File: config.mk
export PLATFORM = sky130hd
export DESIGN_NAME = wave_sweep_ctrl
export DESIGN_NICKNAME = d
export VERILOG_FILES = /design/src/rtl/wave_sweep_ctrl.sv
export SDC_FILE = /design/constraint.sdc
export NUM_CORES = 1
export LEC_CHECK = 0
export BUFFER_PORTS_ARGS = -buffer_cell sky130_fd_sc_hd__buf_4
export CAP_MARGIN = 0
export CORE_MARGIN = 2
export CORE_UTILIZATION = 43
export CTS_BUF_LIST = sky130_fd_sc_hd__clkbuf_4
export DETAILED_ROUTE_END_ITERATION = 10
export HOLD_SLACK_MARGIN = 0.08
export PLACE_DENSITY_LB_ADDON = 0.08
export SLEW_MARGIN = 30
export SYNTH_ARGS = -nofsm -noshare
export SYNTH_HDL_FRONTEND = slang
export SYNTH_SLANG_ARGS = --single-unit
File: constraint.sdc
create_clock -name clk -period 4.95 [get_ports clk]
set_input_delay 0.495 -clock clk [delete_from_list [all_inputs] [get_ports clk]]
set_output_delay 0.495 -clock clk [all_outputs]
set_load 0.1 [all_outputs]
File: src/rtl/wave_sweep_ctrl.sv
// Frequency-code sweep sequencer for a wave generator: manual select, up and up-down sweeps
// with per-code dwell, optional looping, abort and sticky configuration error.
//
// state    | meaning
// IDLE     | manual tracking (mode 00) or holding; waits for start
// RUN_UP   | stepping freq_sel upward toward f_max
// RUN_DOWN | stepping freq_sel downward toward f_min (up-down mode)
// DONE     | one-cycle sweep_done pulse, then back to IDLE
module wave_sweep_ctrl #(
  parameter int DW = 16
) (
  input  logic          clk,
  input  logic          rst_n,
  input  logic          start,
  input  logic          stop,
  input  logic [1:0]    mode,
  input  logic          loop,
  input  logic [7:0]    manual_sel,
  input  logic [7:0]    f_min,
  input  logic [7:0]    f_max,
  input  logic [7:0]    step,
  input  logic [DW-1:0] dwell,
  output logic [7:0]    freq_sel,
  output logic          freq_upd,
  output logic          busy,
  output logic          sweep_done,
  output logic          err
);

  typedef enum logic [1:0] {IDLE, RUN_UP, RUN_DOWN, DONE} state_t;

  state_t        state_q, state_d;
  logic [7:0]    freq_q, freq_d;
  logic [DW-1:0] cnt_q, cnt_d;
  logic [1:0]    sh_mode_q, sh_mode_d;
  logic          sh_loop_q, sh_loop_d;
  logic [7:0]    sh_fmin_q, sh_fmin_d;
  logic [7:0]    sh_fmax_q, sh_fmax_d;
  logic [7:0]    sh_step_q, sh_step_d;
  logic [DW-1:0] sh_dwell_q, sh_dwell_d;
  logic          upd_q, upd_d;
  logic          busy_q, busy_d;
  logic          done_q, done_d;
  logic          err_q, err_d;
  logic          upd_force;
  logic          expire;
  logic [8:0]    up_sum;
  logic [7:0]    up_next;
  logic [7:0]    dn_base;
  logic [9:0]    dn_diff;
  logic [7:0]    dn_next;

  // Step arithmetic is one bit wider than the code so it saturates instead of wrapping.
  always_comb begin
    expire  = (cnt_q == sh_dwell_q - DW'(1));
    up_sum  = {1'b0, freq_q} + {1'b0, sh_step_q};
    up_next = (up_sum > {1'b0, sh_fmax_q}) ? sh_fmax_q : up_sum[7:0];
    dn_base = (state_q == RUN_UP) ? sh_fmax_q : freq_q;
    dn_diff = {2'b00, dn_base} - {2'b00, sh_step_q};
    dn_next = (dn_diff[9] || (dn_diff[7:0] < sh_fmin_q)) ? sh_fmin_q : dn_diff[7:0];
  end

  always_comb begin
    state_d    = state_q;
    freq_d     = freq_q;
    cnt_d      = cnt_q;
    sh_mode_d  = sh_mode_q;
    sh_loop_d  = sh_loop_q;
    sh_fmin_d  = sh_fmin_q;
    sh_fmax_d  = sh_fmax_q;
    sh_step_d  = sh_step_q;
    sh_dwell_d = sh_dwell_q;
    err_d      = err_q;
    upd_force  = 1'b0;

    case (state_q)
      IDLE: begin
        if (start && (mode == 2'b01 || mode == 2'b10)) begin
          sh_mode_d  = mode;
          sh_loop_d  = loop;
          sh_fmin_d  = f_min;
          sh_fmax_d  = f_max;
          sh_step_d  = step;
          sh_dwell_d = dwell;
          if (f_min > f_max || step == 8'd0 || dwell == '0) begin
            err_d = 1'b1;
          end else begin
            err_d     = 1'b0;
            freq_d    = f_min;
            upd_force = 1'b1;
            cnt_d     = '0;
            state_d   = RUN_UP;
          end
        end else if (mode == 2'b00) begin
          freq_d = manual_sel;
        end
      end
      RUN_UP: begin
        if (stop) begin
          state_d = IDLE;
          cnt_d   = '0;
        end else if (expire) begin
          cnt_d = '0;
          if (freq_q < sh_fmax_q) begin
            freq_d = up_next;
          end else if (sh_mode_q == 2'b10 && sh_fmin_q != sh_fmax_q) begin
            state_d = RUN_DOWN;
            freq_d  = dn_next;
          end else if (sh_loop_q) begin
            freq_d = sh_fmin_q;
          end else begin
            state_d = DONE;
          end
        end else begin
          cnt_d = cnt_q + DW'(1);
        end
      end
      RUN_DOWN: begin
        if (stop) begin
          state_d = IDLE;
          cnt_d   = '0;
        end else if (expire) begin
          cnt_d = '0;
          if (freq_q > sh_fmin_q) begin
            freq_d = dn_next;
          end else if (sh_loop_q) begin
            state_d = RUN_UP;
          end else begin
            state_d = DONE;
          end
        end else begin
          cnt_d = cnt_q + DW'(1);
        end
      end
      default: begin
        state_d = IDLE;
      end
    endcase

    upd_d  = upd_force || (freq_d != freq_q);
    busy_d = (state_d == RUN_UP) || (state_d == RUN_DOWN);
    done_d = (state_d == DONE);
  end

  always_ff @(posedge clk or negedge rst_n) begin
    if (!rst_n) begin
      state_q    <= IDLE;
      freq_q     <= 8'd0;
      cnt_q      <= '0;
      sh_mode_q  <= 2'b00;
      sh_loop_q  <= 1'b0;
      sh_fmin_q  <= 8'd0;
      sh_fmax_q  <= 8'd0;
      sh_step_q  <= 8'd0;
      sh_dwell_q <= '0;
      upd_q      <= 1'b0;
      busy_q     <= 1'b0;
      done_q     <= 1'b0;
      err_q      <= 1'b0;
    end else begin
      state_q    <= state_d;
      freq_q     <= freq_d;
      cnt_q      <= cnt_d;
      sh_mode_q  <= sh_mode_d;
      sh_loop_q  <= sh_loop_d;
      sh_fmin_q  <= sh_fmin_d;
      sh_fmax_q  <= sh_fmax_d;
      sh_step_q  <= sh_step_d;
      sh_dwell_q <= sh_dwell_d;
      upd_q      <= upd_d;
      busy_q     <= busy_d;
      done_q     <= done_d;
      err_q      <= err_d;
    end
  end

  assign freq_sel   = freq_q;
  assign freq_upd   = upd_q;
  assign busy       = busy_q;
  assign sweep_done = done_q;
  assign err        = err_q;

endmodule

==> parameters.txt <==
Parameter                              Value

Die
  Core footprint ... 15770 µm²
  Overall die area ... ~17000 µm²
  Count of standard-cell rows ... 46
  Effective utilization at floorplan ... 43.56%
  I/O pin count ... 67
  Width of the die ... 130.4 µm
  Vertical die dimension ... 130.4 µm

Worst setup path
  Worst R2R End ... freq_upd
  Type of element launching the critical path ... register
  Chain of cells forming the critical path ... inv_1 -> ha_4 -> buf_4 -> o21ai_0 -> ha_1 -> and2_1 -> a211oi_1 -> ha_1 -> o211ai_1 -> o21ai_0 -> a21oi_4 -> nor3_2 -> nor4_1 -> o31ai_2 -> a2111oi_2 -> buf_4 -> a211o_1 -> nor4_2 -> nand3_1
  Critical path peak fanout ... 8
  Worst setup endpoint ... freq_upd
  Worst r2r src ... state_q[1]
  Setup CP Type ... reg -> reg
  Worst Setup End Kind ... register
  Crit-path slowest cell ... o21ai_0
  Register-to-register setup slack ... 0.12 ns
  Highest cell delay on the worst timing path ... 0.45 ns
  FF-to-FF path depth ... 19
  Arrival time of data at the critical path endpoint ... 5.16 ns
  Critical Path Start ... state_q[1]
  CP Data Required Time ... about 5.3 ns

STA
  Minimum period implied by the final worst setup slack ... 4.832 ns
  Worst-Margin Slew ... 1.047 ns
  Share of the clock period used by the worst path after layout ... between 90% and 100%
  Skew final ... about 0.018 ns
  Max frequency ... 0.2069 GHz
  Worst Hold Margin ... 0.2269 ns
  Count of endpoints failing setup in the final report ... 0
  Count of pins over their slew limit ... 0
  Smallest setup slack after layout ... about 0.12 ns
  Slew Limit Headroom ... 30.23%
  Final hold violation count ... 0

Detailed routing
  Avg Vias per Cell ... about 6.1
  Number of detailed-route iterations in the first pass ... 7
  Final routed DRC violation total ... 0
  Total number of vias ... 7292
  Initial DRC count ... 800
  Wire length per cell ... 22.15 µm
  Antenna-violating nets left ... 0
  Detailed-route wire length ... 26400 µm

Final layout
  Total area of multi-input combinational cells ... 4838 µm²
  Filler instances ... around 1600
  Final design utilization ... 52.25%
  Area used by sequential logic in the layout ... 1833 µm²
  # nets final ... 1090
  Fraction of final layout cells with drive strength greater than 1 ... about a fifth
  Growth of design area from synthesis to finish ... 19.96%

Worst hold path
  Hold path cells ... 3
  Worst min-delay path class ... in -> reg

CTS
  H-tree depth reported by CTS ... 3
  Buffer levels on the longest clock path ... 2
  Insertion delay to the later sink of the worst-skew pair ... 0.45 ns
  Clock Sink Count ... 73
  Clock tree from TritonCTS ... yes
  Root Buffer Master ... clkbuf_4
  Total clock buffers created by CTS ... 9
  Clock-pin slew on the worst setup and hold paths ... ~0.13 ns

Place
  Placer Congestion ... roughly 0.99
  Pre-CTS setup slack ... -0.03939 ns
  Final HPWL DP ... 20850 µm
  Port buffer count ... 66

Global route
  Vias in the first global route ... 6698
  Pin count of the biggest net entering global routing ... 74
  Number of antenna violations at the first check in global routing ... 1
  Global-route wire length before repair ... ~40000 µm
  Global-route congestion overflow total ... 0
  Overall global routing resource usage ... 31.52%

Synthesis
  Count of different cell masters after synthesis ... 82
  Share of flip-flops with an asynchronous set or reset ... 100.0%
  Mapped Cells ... ~870
  Count of yosys warnings during synthesis ... 0
  Proportion of synthesized chip area in sequential cells ... 26.59%
  Mean instance size in the synthesized netlist ... 7.932 µm²
  Number of flops mapped to enable cells by yosys ... 0
  Syn Nets ... between 900 and 1000
  Register bit count reported by yosys ... 73
  Most frequently used flop master after synthesis ... dfrtp_1
  Cell area after technology mapping ... 6869 µm²

Run status
  Run status ... complete, no violations

Job
  Max Cap Viol ... 0
==> how the worst min path moves through the flow <==
stage,startpoint,endpoint
floorplan,rst_n,busy
global placement,sh_mode_q[1],sh_mode_q[1]
detailed placement,sh_mode_q[1],sh_mode_q[1]
CTS,rst_n,freq_upd
global route,dwell[8],sh_dwell_q[8]
finish,dwell[14],sh_dwell_q[14]
==> synth_stat cells (4+ instances only) <==
library cell,instances,share of area [%]
dfrtp_1,73,27
nand4_1,15,1.4
nor3_1,20,1.5
a221oi_1,5,0.64
o31ai_1,12,1.3
o32ai_1,4,0.51
nor2_1,48,2.6
a21o_1,9,0.98
a211o_1,4,0.51
inv_1,53,2.9
nand2b_1,9,0.82
and3_1,9,0.82
xor2_1,15,1.9
o21ai_0,75,5.5
a31oi_1,11,1.0
nand2_1,123,6.7
a2111oi_0,4,0.51
or4_1,7,0.77
o211ai_1,9,0.98
nor4_1,20,1.8
a211oi_1,12,1.3
or3_1,10,0.91
o21a_1,5,0.55
xnor2_1,26,3.3
nor2b_1,9,0.82
mux2i_1,13,1.9
and2_1,7,0.64
clkbuf_1,27,1.5
mux2_2,5,0.82
a311oi_1,4,0.51
ha_1,63,11
a21oi_1,63,4.6
nand3_1,22,1.6
==> placed cells by master (no fill, tap or decap), types with 4 or more instances in the layout <==
cell type and n:
nand2_1 123, buf_4 122, o21ai_0 74, dfrtp_1 68, a21oi_1 60, ha_1 60
inv_1 53, nor2_1 48, xnor2_1 26, nand3_1 22, nor3_1 18, nor4_1 18
nand4_1 15, xor2_1 14, mux2i_1 12, a211oi_1 11, a31oi_1 11, o31ai_1 10
clkbuf_4 10, nand2b_1 9, a21o_1 9, or3_1 9, o211ai_1 9, nor2b_1 8
and3_1 8, and2_1 7, or4_1 7, mux2_2 5, o21a_1 5, dfrtp_2 5
a211o_1 4, a221oi_1 4, a311oi_1 4, o32ai_1 4
==> metal layers <==
| metal | vias up | GRT usage [%] | routed length, µm |
|---|---|---|---|
| met5 | - | 0 | 0 |
| met4 | 0 | 14.02 | 1369 |
| met3 | 81 | 4.601 | 1788 |
| met2 | 364 | 53.50 | 12650 |
| met1 | 3435 | 40.05 | 10600 |
| li1 | 3412 | - | - |
==> kinds of logic (layout without fill, tap and decap cells) <==
| logic type | count (synthesis) | count (layout) | synth area share [%] |
|---|---|---|---|
| buf+inv | 87 | 196 | 4.900 |
| simple gates | 326 | 326 | 24.55 |
| compound gates | 256 | 256 | 23.95 |
| mux | 18 | 18 | 2.714 |
| xor+xnor | 41 | 41 | 5.228 |
| flops | 73 | 73 | 26.59 |
| other cells | 0 | 1 | 0 |
| fa+ha+maj | 65 | 65 | 12.06 |
==> flip-flops by register name, indices dropped and copies added (netlist names) <==
name and count:
cnt_q 16, sh_dwell_q 16, freq_sel 8, sh_fmax_q 8, sh_fmin_q 8, sh_step_q 8, sh_mode_q 2, state_q 2
busy 1, err 1, freq_upd 1, sh_loop_q 1, sweep_done 1
==> critical path, delay by kind of cell (launching register included) <==
family / cells / cell delay [ns]
buffers and inverters: 3 / 0.43
adders and majority gates: 3 / 0.75
and+or+nand+nor: 5 / 1.01
DFF: 1 / 0.40
AOI/OAI and AO/OA: 8 / 2.12
==> layout make-up <==
class,instances,area share (%)
Antenna cell,1,0.03037
Clock buffer,10,0.9110
Inverter,55,2.505
Sequential cell,73,22.24
Timing Repair Buffer,125,11.51
Clock inverter,6,0.8047
Multi-Input combinational cell,706,58.72
Tap cell,216,3.280
==> stage by stage <==
step / std cells / setup TNS, ns / area (µm²)
after floorplan: 866 / 0 / 6878
after global placement: 1167 / 0 / 7898
after detailed placement: 1167 / -0.03939 / 7898
after CTS: 1183 / 0 / 8044
after global routing: 1192 / -0.1560 / 8240
final: 1192 / 0 / 8240
==> what timing repair did <==
action	CTS	global route
endpoints found under the setup margin	1	2
buffers inserted	0	7
pin swaps	0	7
resized for setup	2	28
hold buffers	0	1
endpoints found under the hold margin	0	12
Power is not shown: default switching activity piles up to over one toggle a cycle in this logic, so the estimate is an artifact.
